File: config.mk
export PLATFORM = sky130hd
export DESIGN_NAME = sequence_generator
export DESIGN_NICKNAME = d
export VERILOG_FILES = /design/src/rtl/seq_gen_pkg.sv /design/src/rtl/seq_gen_next.sv /design/src/rtl/sequence_generator.sv
export SDC_FILE = /design/constraint.sdc
export NUM_CORES = 1
export LEC_CHECK = 0
export CAP_MARGIN = 15
export CELL_PAD_IN_SITES_DETAIL_PLACEMENT = 1
export CELL_PAD_IN_SITES_GLOBAL_PLACEMENT = 2
export CORE_AREA = 2 2 39 41
export CTS_BUF_LIST = sky130_fd_sc_hd__clkbuf_2
export CTS_CLUSTER_DIAMETER = 60
export DETAILED_ROUTE_END_ITERATION = 7
export DIE_AREA = 0 0 41 43
export PLACE_DENSITY_LB_ADDON = 0.1
export REMOVE_ABC_BUFFERS = 1
export SLEW_MARGIN = 20
export SYNTH_ARGS = -nofsm -noshare
export SYNTH_HDL_FRONTEND = slang
export SYNTH_HIERARCHICAL = 1
export SYNTH_SLANG_ARGS = --single-unit
export TNS_END_PERCENT = 50
File: constraint.sdc
create_clock -name clk -period 1.1 [get_ports clk]
set_input_delay 0.165 -clock clk [delete_from_list [all_inputs] [get_ports clk]]
set_output_delay 0.165 -clock clk [all_outputs]
set_load 0.005 [all_outputs]
File: src/rtl/seq_gen_pkg.sv
// Shared constants and helpers for the 4-bit sequence generator.
package seq_gen_pkg;

  localparam int unsigned MODE_BIN     = 0;
  localparam int unsigned MODE_GRAY    = 1;
  localparam int unsigned MODE_JOHNSON = 2;
  localparam int unsigned MODE_LFSR    = 3;

  // Reset value per mode; the LFSR must never start in its all-zero lock-up state.
  function automatic logic [3:0] seed(input int unsigned mode);
    return (mode == MODE_LFSR) ? 4'b0001 : 4'b0000;
  endfunction

  function automatic logic [3:0] bin2gray(input logic [3:0] bin);
    return bin ^ (bin >> 1);
  endfunction

endpackage

File: src/rtl/seq_gen_next.sv
// Combinational successor logic for every sequence mode, including recovery from illegal states.
module seq_gen_next
  import seq_gen_pkg::*;
#(
  parameter int unsigned MODE = 0,
  parameter int unsigned LAST = 15
) (
  input  logic [3:0] cur_count,
  input  logic [3:0] cur_idx,
  output logic [3:0] next_count,
  output logic [3:0] next_idx
);

  localparam logic [3:0] LAST4 = 4'(LAST);

  function automatic logic is_johnson(input logic [3:0] v);
    case (v)
      4'b0000, 4'b1000, 4'b1100, 4'b1110,
      4'b1111, 4'b0111, 4'b0011, 4'b0001: return 1'b1;
      default:                            return 1'b0;
    endcase
  endfunction

  // Select the successor for the configured mode; unknown modes fall back to binary.
  always_comb begin
    next_count = '0;
    next_idx   = cur_idx;
    case (MODE)
      MODE_GRAY: begin
        next_idx   = cur_idx + 4'd1;
        next_count = bin2gray(next_idx);
      end
      MODE_JOHNSON: begin
        if (is_johnson(cur_count))
          next_count = {~cur_count[0], cur_count[3:1]};
        else
          next_count = '0;
      end
      MODE_LFSR: begin
        if (cur_count == 4'b0000)
          next_count = 4'b0001;
        else
          next_count = {cur_count[2:0], cur_count[3] ^ cur_count[2]};
      end
      default: begin
        if (cur_count < LAST4)
          next_count = cur_count + 4'd1;
        else
          next_count = '0;
      end
    endcase
  end

endmodule

File: src/rtl/sequence_generator.sv
// Free-running 4-bit sequence generator: state registers with asynchronous active-low reset.
module sequence_generator
  import seq_gen_pkg::*;
#(
  parameter int unsigned MODE = 0,
  parameter int unsigned LAST = 15
) (
  input  logic       clk,
  input  logic       reset,
  output logic [3:0] count
);

  if (LAST < 1 || LAST > 15) begin : g_bad_last
    $error("sequence_generator: LAST=%0d outside legal range 1..15", LAST);
  end

  localparam logic [3:0] SEED = seed(MODE);

  logic [3:0] idx;
  logic [3:0] count_next;
  logic [3:0] idx_next;

  seq_gen_next #(
    .MODE (MODE),
    .LAST (LAST)
  ) u_next (
    .cur_count  (count),
    .cur_idx    (idx),
    .next_count (count_next),
    .next_idx   (idx_next)
  );

  // Advance one step per rising edge; reset forces the seed immediately.
  always_ff @(posedge clk or negedge reset) begin
    if (!reset) begin
      count <= SEED;
      idx   <= '0;
    end else begin
      count <= count_next;
      idx   <= idx_next;
    end
  end

endmodule

==> qor.csv <==
stage,metric,value,unit
placed_design,dp_cells,34,
power_and_ir_drop,irDropWorstVdd,0.3344,mV
clocking,cts-buffers-inserted,3,
outcome,status,finished with violations,
final_layout,layout.cells.non_filler,41,
clocking,insertion_delay,0.21,ns
clocking,clk_pin_slew,0.04,ns
grt,overflow,0,
floorplan,core_region_area,1384,µm²
floorplan,initial_core_util,11.84,%
floorplan,dieHeight,43,µm
grt,grt_pass1_vias,178,
detailed_routing,drt_iter0_drc,0,
timing,hold_viol_final,0,
grt,grt_pass1_wl,683,µm
final_layout,nFillCells,165,
synth,synth_warnings,6,
final_layout,reg_top3,count x4,
grt,antenna_found_initial,0,
clocking,cts_tree,yes,
synth,synth_area,163.9,µm²
min_path,hold_path_class,input port to async pin,
final_layout,regArea,100.1,µm²
power_and_ir_drop,power,286.5,µW
final_layout,top_register,count,
floorplan,die_area,1763,µm²
timing,drv_slew,0,
timing,period_minus_slack,1.105,ns
final_layout,largest_reg_flops,4,
placed_design,gp_congestion,0.6216,
outcome,violations,setup timing,
final_layout,num_antenna_cells,0,
job,drv_cap,0,
final_layout,layout-drive-gt1-share,40.00,%
detailed_routing,via_count,156,
timing,setup_viol,1,
synth,avgSynthCellArea,13.66,µm²
worst_setup_path,r2r_cells,3,
worst_setup_path,crit_fanout,3,
final_layout,multi_input_area,62.56,µm²
timing,max_slew.worst_pin.slew,0.2092,ns
detailed_routing,drc,0,
worst_setup_path,start_kind,flip-flop,
floorplan,num_rows,14,
clocking,clockBufferDepth,2,
synth,synthCells,12,
detailed_routing,wl_per_cell,10.22,µm
timing,layout_setup_ws,-0.005172,ns
timing,slew_headroom,86.01,%
clocking,holdBufCountCts,0,
timing,fmax,904.8,MHz
timing,min_period_over_period,100.5,%
final_layout,syn2layout_area_growth,77.86,%
detailed_routing,postRouteAntennaNets,0,
clocking,root_buffer,clkbuf_2,
detailed_routing,viasPerCell,3.805,
clocking,clock_sinks,4,
grt,track_usage,7.056,%
worst_setup_path,cp-end-kind,flip-flop,
timing,skew,0.0008736,ns
placed_design,hpwl,297.6,µm
floorplan,die_w,41,µm
worst_setup_path,rr_endpoint,count[3],
power_and_ir_drop,powerDensity,982.8,nW/µm²
worst_setup_path,arrival,1.19,ns
detailed_routing,routed_wl,419,µm
worst_setup_path,critPathKind,flip-flop to flip-flop,
final_layout,utilization,21.07,%
clocking,cts_max_level,1,
final_layout,finalNetCount,30,
worst_setup_path,crit_required,1.19,ns
power_and_ir_drop,p_leak,0.1554,nW
floorplan,io_pins,6,
grt,grt_max_degree,5,
placed_design,io_buffers,5,
timing,grt_setup_unrepaired,yes,
worst_setup_path,regToRegStartpoint,count[3],
worst_setup_path,r2r_slack,-0.005,ns
detailed_routing,dr.pass1.iters,1,
==> stage by stage <==
stage	cell area (µm²)	worst slack [ns]	hold WS [ns]	setup TNS, ns
finish	291.5	-0.005172	0.1694	-0.005172
global route	291.5	-0.05125	0.1761	-0.05125
CTS	285.3	-0.01063	0.1593	-0.01063
detailed placement	241.5	0.01319	0.3910	0
global placement	241.5	-0.009269	0.3992	-0.009269
floorplan	163.9	0.06957	-0.1306	0
==> layer usage <==
| layer | track usage, % | wire length (µm) |
|---|---|---|
| met5 | 0 | 0 |
| met4 | 10.00 | 26 |
| met3 | 5.759 | 57 |
| met2 | 8.750 | 197 |
| met1 | 5.212 | 137 |
==> layout make-up <==
cell class,instances,area share (%)
clock buffer,3,5.150
inverter,1,1.288
multi-input combinational,7,21.46
sequential,4,34.33
tap,16,6.867
timing repair buffer,10,30.90
==> report_power, final <==
| part | switching, mW | leakage, nW | total (mW) | internal, mW |
|---|---|---|---|---|
| Sequential | 0 | 0.0518 | 0.148 | 0.148 |
| Clock | 0.0592 | 0.0125 | 0.132 | 0.0732 |
| Combinational | 0.00304 | 0.0911 | 0.00620 | 0.00316 |
==> worst max path at each step <==
stage	from	slack [ns]	to	cells after the start
2_1_floorplan	count[2]	0.07	count[3]	2
3_3_place_gp	count[2]	-0.009	count[2]	1
3_5_place_dp	count[2]	0.01	count[2]	1
4_1_cts	count[3]	-0.01	count[3]	3
5_1_grt	count[3]	-0.05	count[3]	3
6_report	count[3]	-0.005	count[3]	3
==> worst max-delay path, cell delays in order, from the launching register on <==
cell and delay, ns:
dfrtp_1 0.38, buf_6 0.12, and2b_2 0.17, a311o_1 0.31
==> placed cells by master, fill, tap and decap left out <==
cell             instances
and4b_1                  1
xor2_1                   1
dfrtp_1                  4
dlygate4sd2_1            4
clkbuf_2                 3
a311o_1                  1
nand2_1                  1
and2b_2                  1
ha_2                     1
clkdlybuf4s50_1          1
inv_1                    1
buf_6                    2
buf_4                    3
a31oi_1                  1
==> timing repair <==
action	CTS	global route
setup buffers	4	0
setup endpoints to repair	4	1
gates resized for setup	5	2
pin swaps	1	0
Power figures use the tool's default switching activity.
